--- src/rtl/trigger_order_launcher.sv ---
// Order launcher behind the price trigger stage: fires one order per fresh
// trigger rising edge while armed, with post-order cooldown and a fire-count lockout.
module trigger_order_launcher #(
    parameter int PRICE_W   = 8,
    parameter int QTY_W     = 8,
    parameter int COOLDOWN  = 4,
    parameter int MAX_FIRES = 3,
    parameter int CNT_W     = $clog2(MAX_FIRES + 1)
) (
    input  logic               clock,
    input  logic               reset,
    input  logic               arm,
    input  logic               disarm,
    input  logic               trigger_satisfied,
    input  logic               trigger_side,
    input  logic [PRICE_W-1:0] cfg_price,
    input  logic [QTY_W-1:0]   cfg_qty,
    output logic               order_valid,
    input  logic               order_ready,
    output logic               order_side,
    output logic [PRICE_W-1:0] order_price,
    output logic [QTY_W-1:0]   order_qty,
    output logic               armed,
    output logic               limit_reached,
    output logic [CNT_W-1:0]   fire_count
);

    localparam int CD_W    = (COOLDOWN > 1) ? $clog2(COOLDOWN) : 1;
    localparam int CD_LOAD = (COOLDOWN > 0) ? COOLDOWN - 1 : 0;
    localparam logic [CNT_W-1:0] MAX_C  = CNT_W'(MAX_FIRES);
    localparam logic [CNT_W-1:0] LAST_C = CNT_W'(MAX_FIRES - 1);

    typedef enum logic [2:0] {
        S_IDLE, S_ARMED, S_SEND, S_COOL, S_LOCKED
    } state_t;

    state_t             state_q;
    logic               sat_prev_q;
    logic [CD_W-1:0]    cd_q;
    logic               pend_q;
    logic               valid_q;
    logic               side_q;
    logic [PRICE_W-1:0] price_q;
    logic [QTY_W-1:0]   qty_q;
    logic [CNT_W-1:0]   fire_q;
    logic               armed_q;
    logic               lim_q;

    logic rise;
    assign rise = trigger_satisfied & ~sat_prev_q;

    always_ff @(posedge clock) begin
        if (!reset) begin
            state_q    <= S_IDLE;
            sat_prev_q <= 1'b0;
            cd_q       <= '0;
            pend_q     <= 1'b0;
            valid_q    <= 1'b0;
            side_q     <= 1'b0;
            price_q    <= '0;
            qty_q      <= '0;
            fire_q     <= '0;
            armed_q    <= 1'b0;
            lim_q      <= 1'b0;
        end else begin
            sat_prev_q <= trigger_satisfied;
            case (state_q)
                S_IDLE: begin
                    if (arm && !disarm) begin
                        state_q <= S_ARMED;
                        armed_q <= 1'b1;
                        fire_q  <= '0;
                    end
                end
                S_ARMED: begin
                    if (disarm) begin
                        state_q <= S_IDLE;
                        armed_q <= 1'b0;
                    end else if (rise) begin
                        state_q <= S_SEND;
                        valid_q <= 1'b1;
                        side_q  <= trigger_side;
                        price_q <= cfg_price;
                        qty_q   <= cfg_qty;
                    end
                end
                S_SEND: begin
                    // The order is never withdrawn; a disarm only takes effect after the transfer.
                    if (order_ready) begin
                        valid_q <= 1'b0;
                        pend_q  <= 1'b0;
                        if (fire_q != MAX_C) fire_q <= fire_q + 1'b1;
                        if (pend_q || disarm) begin
                            state_q <= S_IDLE;
                            armed_q <= 1'b0;
                        end else if (fire_q == LAST_C) begin
                            state_q <= S_LOCKED;
                            armed_q <= 1'b0;
                            lim_q   <= 1'b1;
                        end else if (COOLDOWN == 0) begin
                            state_q <= S_ARMED;
                        end else begin
                            state_q <= S_COOL;
                            cd_q    <= CD_W'(CD_LOAD);
                        end
                    end else if (disarm) begin
                        pend_q <= 1'b1;
                    end
                end
                S_COOL: begin
                    if (disarm) begin
                        state_q <= S_IDLE;
                        armed_q <= 1'b0;
                    end else if (cd_q == '0) begin
                        state_q <= S_ARMED;
                    end else begin
                        cd_q <= cd_q - 1'b1;
                    end
                end
                S_LOCKED: begin
                    if (disarm) begin
                        state_q <= S_IDLE;
                        lim_q   <= 1'b0;
                    end
                end
                default: begin
                    state_q <= S_IDLE;
                    valid_q <= 1'b0;
                    armed_q <= 1'b0;
                    lim_q   <= 1'b0;
                    pend_q  <= 1'b0;
                end
            endcase
        end
    end

    assign order_valid   = valid_q;
    assign order_side    = side_q;
    assign order_price   = price_q;
    assign order_qty     = qty_q;
    assign armed         = armed_q;
    assign limit_reached = lim_q;
    assign fire_count    = fire_q;

endmodule
--- config.mk ---
export PLATFORM = sky130hd
export DESIGN_NAME = trigger_order_launcher
export DESIGN_NICKNAME = d
export VERILOG_FILES = /design/src/rtl/trigger_order_launcher.sv
export SDC_FILE = /design/constraint.sdc
export NUM_CORES = 1
export LEC_CHECK = 0
export ABC_AREA = 1
export ABC_CLOCK_PERIOD_IN_PS = 1200
export BUFFER_PORTS_ARGS = -buffer_cell sky130_fd_sc_hd__buf_2
export CAP_MARGIN = 20
export CORE_MARGIN = 2
export CORE_UTILIZATION = 47
export CTS_BUF_LIST = sky130_fd_sc_hd__clkbuf_8
export CTS_CLUSTER_SIZE = 24
export DETAILED_ROUTE_END_ITERATION = 8
export HOLD_SLACK_MARGIN = 0.03
export PLACE_DENSITY = 0.77
export SLEW_MARGIN = 15
export SYNTH_ARGS = -nofsm -noshare
export SYNTH_HDL_FRONTEND = slang
export SYNTH_SLANG_ARGS = --single-unit
--- constraint.sdc ---
create_clock -name clock -period 1.2 [get_ports clock]
set_input_delay 0.18 -clock clock [delete_from_list [all_inputs] [get_ports clock]]
set_output_delay 0.18 -clock clock [all_outputs]
set_load 0.02 [all_outputs]
==> results of run 1 <==
[area by class of cell]
cell class,count,area (um2)
clock inverters,2,37.5
flip-flops and latches,29,592
multi-input cells,140,757
well taps,31,38.8
clock buffers,6,82.6
inverters,19,76.3
fillers,233,801
repair buffers,62,397
[metal layers]
layer | up-vias | routed length, um
met5 | - | 0
met4 | 0 | 29
li1 | 737 | -
met3 | 3 | 213
met1 | 655 | 1530
met2 | 44 | 1530
[final timing paths]
check | start | end | slack [ps] | depth (start not counted)
setup / recovery | state_q[1] | order_qty[1] | -40 | 7
hold / removal | trigger_satisfied | sat_prev_q | 90 | 3
setup reg to reg | state_q[1] | order_qty[1] | -40 | 7
hold reg to reg | cd_q[1] | cd_q[1] | 460 | 2
[power breakdown]
part | internal (mW) | leakage, nW | switching (mW)
registers | 1.18 | 0.239 | 0.167
logic | 0.780 | 0.731 | 1.04
clock network | 0.674 | 0.0574 | 0.390
total | 2.63 | 1.03 | 1.60
[synth_stat cells, types with 2 or more instances]
cell type  count
o21ai_0       10
ha_1           3
inv_1         17
nor2_1        49
buf_6          2
a21oi_1        8
clkbuf_1       3
nand2_1       29
o21ai_1       10
nor2_2        12
dfxtp_1       29
nand3_1        8
[state kept, by name, indices dropped and copies added, names as in the netlist]
register / flops
pend_q: 1
cd_q: 2
order_qty: 8
order_price: 8
armed: 1
fire_count: 2
order_valid: 1
order_side: 1
limit_reached: 1
state_q: 3
sat_prev_q: 1
[tightest hold or removal path: cells and delay by family]
| family | cells | cell delay, ps |
|---|---|---|
| buffers and inverters | 2 | 130 |
| and+or+nand+nor | 1 | 40 |
[through the flow]
step	hold slack, ps	total power [mW]	instances	instance area [um2]	worst slack [ps]
after global routing	123	4.54	289	1980	-160
final	91.8	4.23	289	1980	-44.2
after floorplan	273	2.43	194	1410	11.2
after CTS	86.7	4.16	288	1920	-42.0
after detailed placement	382	2.95	279	1750	-126
after global placement	378	2.93	279	1750	-88.5
[repair_timing]
item	in CTS	in global routing
hold endpoints to repair	0	0
pin swaps	7	5
buffers inserted	1	0
resized for setup	15	14
gates cloned	0	1
setup endpoints to repair	24	27
[kinds of logic (layout without fill, tap and decap cells)]
logic type / after synthesis / in the layout / share of synthesized area
simple gates: 104 / 104 / 0.341
compound gates: 33 / 33 / 0.129
flops: 29 / 29 / 0.419
buf+inv: 25 / 89 / 0.0831
fa+ha+maj: 3 / 3 / 0.0271
==> results.md, run 1 <==
- Status: finished, violations left
- Violated checks: setup timing
- Setup TNS: -644 ps
- Die width: 58.3 um
- Met3 Use GR: 0.0670
- CTS tree: done
- Top post-synthesis cells by area: dfxtp_1, nor2_1, nand2_1
- RSZ-0062 raised after global routing: true
- Critical path peak fanout: 8
- Port Buf Inserts: 44
- Area grow syn2layout: 43.0%
- Clk_skew: 5.24 ps
- Fin nets: 283
- Post-route ant nets: 0
- Commonest non-fill, non-tap cell in the layout: buf_2
- Max stage delay on crit path: 380 ps
- Power per Cell Area: 2130 nW/um2
- Drc violations: 0
- Unique cell type count in the Yosys netlist: 26
- CP startpoint kind: register
- H-tree Lvls: 2
- Crit path time final: 1240 ps
- Reg clk slew, reported paths: 70 ps
- Critical path type: register to register
- Async set-or-reset flop fraction in the synthesized netlist: 0
- Family with the most delay on the worst path: simple AND/OR/NAND/NOR gates
- Min-Delay Path Class: input port to register
- 1st-iter DRT viols: 45
- Max-slew headroom: 0.838
- Cell area after synthesis: 1390 um2
- Post-layout util: 0.712
- Final worst slack: -44.2 ps
- Largest net degree at the start of global routing: 18
- Initial Util: 0.498
- FMAX: 0.804 GHz
- Dominant synthesized flop cell: dfxtp_1
- Initial antenna violation count: 0
- Seq/Total Area, Yosys: 0.419
- CP max-delay cell: dfxtp_4
- Most frequent cells in the layout: buf_2, nor2_1, nand2_1
- Bufs on Longest Clock Path: 2
- Fin crit share: 1.04
- Max-cap violations: 0
- #FFs+latches synth: 29
- Num ports: 45
- Busiest grt layer: met2
- Share of layout cells above drive strength 1: 0.438
- CTS root buf: clkbuf_8
- Core footprint: 2780 um2
- Overall Global Routing Usage: 0.210
- Synth Area per Inst: 7.14 um2
- Clk sinks: 29
- Data arrival, critical path: 1470 ps
- Crit path buf inv count: 2
- Fin. Hold Viols: 0
- Vias: 1439
- YS warnings: 0
- Vias per cell: 4.98
- CP required: 1420 ps
- Slew @ Worst Pin: 242 ps
- Num CTS Buffers: 5
- # setup viols final: 22
- Post-synthesis net count: 220
- First-pass GRT wire length: 5500 um
- Max Slew Vio Count: 0
- N_diodes: 0
- CP Capture Type: register
- RD Place Congestion: 0.877
- Cts hold-fix bufs: 0
- Peak supply drop: 1.55 mV
- Clock latency on the worst-skew pair: 280 ps
- Mean routed wirelength per cell: 11.4 um
- Drt pass-1 iters: 4
- Die Y: 58.3 um
- Leakage: 1.03 nW
- Met1 Resource Use GR: 0.271
- Mapped Cells: 194
- Yosys top cell area share: 0.419
- Synth area leader: dfxtp_1
- Worst path cell trace: buf_6 -> nor2_4 -> nand2_4 -> nor2_8 -> clkbuf_16 -> o21ai_1 -> nor2_1
- Vias in the first global route: 1345
- Die ar.: 3400 um2
- Met2 Resource Use GR: 0.340
- EDFF count, synth: 0
- Num rows: 19
- Hpwl dp: 2290 um
- Final wirelength: 3300 um
- Grt ovf: 0
No activity file was read; power rests on OpenSTA's default activity.
==> run 2: changes to the inputs <==
GPL_TIMING_DRIVEN = 1   (was not set)
SETUP_SLACK_MARGIN = 0.3   (was not set)
==> results.md, run 2 (synthesis gave the netlist of run 1 again) <==
- Status: finished, violations left (unchanged)
- Violated checks: setup timing (unchanged)
- N_diodes: 0 (unchanged)
- Area grow syn2layout: 72.5% (was 43.0%)
- Port Buf Inserts: 44 (unchanged)
- RSZ-0062 raised after global routing: true (unchanged)
- Drc violations: 0 (unchanged)
- Reg clk slew, reported paths: 70 ps (about the same)
- Place WS: -114 ps (was -126 ps)
- Final Power: 5.13 mW (was 4.23 mW)
- Final wirelength: 4540 um (was 3300 um)
- Critical Path Sink: state_q[1] (was order_qty[1])
- Die Y: 58.3 um (unchanged)
- Vias: 1609 (was 1439)
- Commonest non-fill, non-tap cell in the layout: nor2_1 (was buf_2)
- CP Launch Point: state_q[1] (unchanged)
- Max Slew Vio Count: 0 (unchanged)
- Clk_skew: 5.28 ps (was 5.24 ps)
- Share of layout cells above drive strength 1: 0.606 (was 0.438)
- Mean routed wirelength per cell: 14.7 um (was 11.4 um)
- Peak supply drop: 1.94 mV (was 1.55 mV)
- Data arrival, critical path: 1540 ps (was 1470 ps)
- Die ar.: 3400 um2 (unchanged)
- Critical path peak fanout: 7 (was 8)
- Num CTS Buffers: 5 (unchanged)
- CTS tree: done (unchanged)
- Power per Cell Area: 2150 nW/um2 (was 2130 nW/um2)
- RD Place Congestion: 0.790 (was 0.877)
- Leakage: 1.17 nW (was 1.03 nW)
- # setup viols final: 25 (was 22)
- Crit Reg-Reg Endpoint: state_q[1] (was order_qty[1])
- Die width: 58.3 um (unchanged)
- CP required: 1380 ps (was 1420 ps)
- CTS root buf: clkbuf_8 (unchanged)
- Fin nets: 302 (was 283)
- Reg-to-Reg Start: state_q[1] (unchanged)
- Vias in the first global route: 1526 (was 1345)
- Overall Global Routing Usage: 0.263 (was 0.210)
- Core footprint: 2780 um2 (unchanged)
- 1st-iter DRT viols: 58 (was 45)
- Bufs on Longest Clock Path: 2 (unchanged)
- Clk sinks: 29 (unchanged)
- Num ports: 45 (unchanged)
- Cts hold-fix bufs: 0 (unchanged)
- CP startpoint kind: register (unchanged)
- Final worst slack: -159 ps (was -44.2 ps)
- Max-slew headroom: 0.781 (was 0.838)
- Slack of the worst reg-to-reg path: -160 ps (was -40 ps)
- H-tree Lvls: 2 (unchanged)
- Post-route ant nets: 0 (unchanged)
- Max-cap violations: 0 (unchanged)
- Path depth of the worst reg2reg path: 8 (was 7)
- Setup TNS: -2150 ps (was -644 ps)
- Grt ovf: 0 (unchanged)
- Most frequent cells in the layout: nor2_1, buf_4, buf_6 (was buf_2, nor2_1, nand2_1)
- Fin. Hold Viols: 0 (unchanged)
- Vias per cell: 5.22 (was 4.98)
- Largest net degree at the start of global routing: 19 (was 18)
- Initial antenna violation count: 0 (unchanged)
- Drt pass-1 iters: 4 (unchanged)
- Fin crit share: 1.13 (was 1.04)
- FMAX: 0.736 GHz (was 0.804 GHz)
- Clock latency on the worst-skew pair: 290 ps (was 280 ps)
- Fillers: 159 (was 233)
- Slew @ Worst Pin: 327 ps (was 242 ps)
- Min-Delay Path Class: input port to register (unchanged)
- Crit path time final: 1360 ps (was 1240 ps)
- Hpwl dp: 2380 um (was 2290 um)
- Num rows: 19 (unchanged)
- Initial Util: 0.498 (unchanged)
- CP Capture Type: register (unchanged)
- First-pass GRT wire length: 6790 um (was 5500 um)
- Post-layout util: 0.859 (was 0.712)
- Critical path type: register to register (unchanged)
[run 2: cell count changes in the layout (fill, tap and decap cells not counted), moves of 3 or more]
cell / delta
nor2_1: -4
nand2_1: -5
dfxtp_4: +3
nor2_4: +4
buf_4: +18
buf_2: -22
inv_1: -4
dfxtp_1: -19
buf_6: +23
nand2_2: +5
dfxtp_2: +16
[run 2: worst min path at each step]
stage	from	end	slack, ps	depth (start not counted)
final	cfg_qty[4]	order_qty[4]	110	3
after global routing	cfg_qty[4]	order_qty[4]	120	3
after CTS	trigger_satisfied	sat_prev_q	90	3
after detailed placement	trigger_satisfied	sat_prev_q	390	3
after global placement	trigger_satisfied	sat_prev_q	370	3
after floorplan	trigger_satisfied	sat_prev_q	270	2
[run 2: timing repair]
action / 4_1_cts / 5_1_grt
endpoints found under the hold margin: 0 / 0
setup buffers: 9 / 9
pin swaps: 7 / 13
gates cloned: 0 / 0
setup endpoints to repair: 50 / 50
gates resized for setup: 90 / 28
[run 2: power by group]
group / total, mW / internal, mW / switching (mW)
sequential: 1.45 / 1.21 / 0.239
combinational: 2.61 / 1.25 / 1.36
clock: 1.08 / 0.674 / 0.402
[run 2: through the flow]
step	hold slack [ps]	std cells	cell area (um2)
finish	113	308	2390
CTS	89.0	299	2230
floorplan	273	194	1420
detailed placement	387	282	1800
global route	118	308	2390
global placement	375	282	1800
[run 2: final cells by class]
class | count | area [um2] | share of cell area
clock inverters | 2 | 37.5 | 0.0157
clock buffers | 6 | 82.6 | 0.0346
inverters | 19 | 81.3 | 0.0340
well taps | 31 | 38.8 | 0.0162
multi-input cells | 140 | 851 | 0.356
flip-flops and latches | 29 | 623 | 0.261
repair buffers | 81 | 676 | 0.283
[run 2: layer usage]
layer | up-vias | global-route usage | part of all wire
met5 | - | 0 | 0
met3 | 15 | 0.0848 | 0.059
met2 | 69 | 0.453 | 0.53
li1 | 774 | - | -
met4 | 0 | 0.113 | 0.031
met1 | 751 | 0.297 | 0.38
[run 2: worst max-delay path, cell delays in order (launching register included)]
cell     delay (ps)
dfxtp_4         390
buf_6           130
nor2_4          150
buf_4           160
nand3_4          80
nand3_4         110
nor2_2           50
nor2_1          110
nor2_1           70
==> run 3: changes to the inputs <==
ABC_AREA = 0   (was 1)
CORE_MARGIN = not set   (was 2)
CORE_UTILIZATION = 46   (was 47)
PLACE_DENSITY = 0.76   (was 0.77)
==> results.md, run 3 <==
- Async set-or-reset flop fraction in the synthesized netlist: 0 (unchanged)
- Cts hold-fix bufs: 0 (unchanged)
- Most frequent cells in the layout: nand2_1, buf_4, buf_6 (was nor2_1, buf_4, buf_6)
- Vias per cell: 5.30 (was 5.22)
- Synth top cells by count: nand2_1, dfxtp_1, a21oi_1 (was nor2_1, dfxtp_1, nand2_1)
- Reg-to-Reg Start: state_q[1] (unchanged)
- Fillers: 157 (was 159)
- Cell area after synthesis: 1310 um2 (was 1390 um2)
- Yosys top cell area share: 0.443 (was 0.419)
- Vias: 1451 (was 1609)
- CTS tree: done (unchanged)
- EDFF count, synth: 0 (unchanged)
- Count leader, synth: nand2_1 (was nor2_1)
- Dominant synthesized flop cell: dfxtp_1 (unchanged)
- Crit path time final: 1610 ps (was 1360 ps)
- Initial Util: 0.506 (was 0.498)
- Clk sinks: 29 (unchanged)
- Min-Delay Path Class: input port to register (unchanged)
- Slew @ Worst Pin: 362 ps (was 327 ps)
- CP startpoint kind: register (unchanged)
- H-tree Lvls: 2 (unchanged)
- 1st-iter DRT viols: 57 (was 58)
- Commonest non-fill, non-tap cell in the layout: nand2_1 (was nor2_1)
- Share of layout cells above drive strength 1: 0.541 (was 0.606)
- Max Slew Vio Count: 0 (unchanged)
- Critical path type: register to register (unchanged)
- #FFs+latches synth: 29 (unchanged)
- Num ports: 45 (unchanged)
- Peak supply drop: 1.49 mV (was 1.94 mV)
- Die ar.: 3070 um2 (was 3400 um2)
- Drt pass-1 iters: 4 (unchanged)
- Fin nets: 269 (was 302)
- Drc violations: 0 (unchanged)
- CTS root buf: clkbuf_8 (unchanged)
- WHS: 125 ps (was 113 ps)
- Mean routed wirelength per cell: 14.4 um (was 14.7 um)
- Violated checks: setup timing (unchanged)
- Critical path peak fanout: 3 (was 7)
- Top post-synthesis cells by area: dfxtp_1, nand2_1, a21oi_1 (was dfxtp_1, nor2_1, nand2_1)
- Post-synthesis net count: 189 (was 220)
- Post-route ant nets: 0 (unchanged)
- Fin crit share: 1.34 (was 1.13)
- Num rows: 18 (was 19)
- Hold path start: trigger_satisfied (was cfg_qty[4])
- Power per Cell Area: 1490 nW/um2 (was 2150 nW/um2)
- Final worst slack: -409 ps (was -159 ps)
- Fin. Hold Viols: 0 (unchanged)
- Data arrival, critical path: 1820 ps (was 1540 ps)
- Core footprint: 2590 um2 (was 2780 um2)
- N_diodes: 0 (unchanged)
- Die width: 55.4 um (was 58.3 um)
- Seq/Total Area, Yosys: 0.443 (was 0.419)
- Max-cap violations: 0 (unchanged)
- # setup viols final: 27 (was 25)
- Die Y: 55.4 um (was 58.3 um)
- Mapped Cells: 163 (was 194)
- Reg clk slew, reported paths: 60 ps (was 70 ps)
- Place WS: -363 ps (was -114 ps)
- Area grow syn2layout: 67.1% (was 72.5%)
- First-pass GRT wire length: 6420 um (was 6790 um)
- Bufs on Longest Clock Path: 2 (unchanged)
- Final wirelength: 3950 um (was 4540 um)
- RSZ-0062 raised after global routing: true (unchanged)
- Synth area leader: dfxtp_1 (unchanged)
- Vias in the first global route: 1431 (was 1526)
- Clock latency on the worst-skew pair: 280 ps (was 290 ps)
- Overall Global Routing Usage: 0.264 (was 0.263)
- Status: finished, violations left (unchanged)
- Port Buf Inserts: 44 (unchanged)
- Unique cell type count in the Yosys netlist: 36 (was 26)
- Synth Area per Inst: 8.04 um2 (was 7.14 um2)
- Leakage: 0.961 nW (was 1.17 nW)
- Clk_skew: 5.39 ps (was 5.28 ps)
- Num CTS Buffers: 5 (unchanged)
- RD Place Congestion: 0.879 (was 0.790)
- CP required: 1410 ps (was 1380 ps)
- Largest net degree at the start of global routing: 21 (was 19)
- Grt ovf: 0 (unchanged)
- Initial antenna violation count: 0 (unchanged)
- CP Launch Point: state_q[1] (unchanged)
- FMAX: 0.621 GHz (was 0.736 GHz)
- Slack of the worst reg-to-reg path: -410 ps (was -160 ps)
- CP Capture Type: register (unchanged)
- Max-slew headroom: 0.756 (was 0.781)
- YS warnings: 0 (unchanged)
- Hpwl dp: 2570 um (was 2380 um)
## run 3: final cells by class
type	count	area [um2]	area share
clock buffers	6	82.6	0.0377
clock inverters	2	33.8	0.0154
inverters	7	26.3	0.0120
multi-input cells	118	743	0.339
flip-flops and latches	29	614	0.281
well taps	30	37.5	0.0171
repair buffers	82	652	0.298
## run 3: worst max-delay path: stages, from the launching register on
cell and delay [ps]:
dfxtp_1 310, or3b_4 390, a221o_1 370, or3_1 330, a21oi_2 140
## run 3: cells by family after synthesis
family          share of synthesized area
compound gates                      0.181
fa+ha+maj                          0.0287
buf+inv                            0.0506
flops                               0.443
mux                                0.0229
simple gates                        0.273
## run 3: worst paths after layout
| check | cells after the start | end |
|---|---|---|
| hold / removal | 2 | sat_prev_q |
| setup reg to reg | 4 | fire_count[1] |
| setup / recovery | 4 | fire_count[1] |
| hold reg to reg | 2 | order_qty[4] |
## run 3: power breakdown
group	switching [mW]	internal (mW)	total (mW)
sequential	0.0773	1.07	1.15
clock	0.368	0.667	1.04
combinational	0.510	0.573	1.08
## run 3: per-stage QoR
stage	std cells	setup TNS [ps]	power, mW	utilization	area (um2)
after floorplan	163	-2580	1.66	-	1330
after CTS	267	-3230	3.21	0.818	2120
after global placement	253	-4880	1.92	0.667	1730
after detailed placement	253	-5780	1.96	0.667	1730
after global routing	274	-5380	3.42	0.845	2190
final	274	-3500	3.27	0.845	2190
## run 3: per-layer routing
metal | wire length [um] | vias to the layer above | GRT usage
li1 | - | 714 | -
met1 | 1610 | 675 | 0.298
met2 | 2030 | 49 | 0.477
met3 | 196 | 13 | 0.0585
met4 | 113 | 0 | 0.104
met5 | 0 | - | 0
## run 3: repair_timing
action                     in CTS  in global routing
gates cloned                    0                  1
gates resized for setup        81                  7
pin swaps                       3                  2
buffers inserted                6                  6
setup endpoints to repair      50                 50
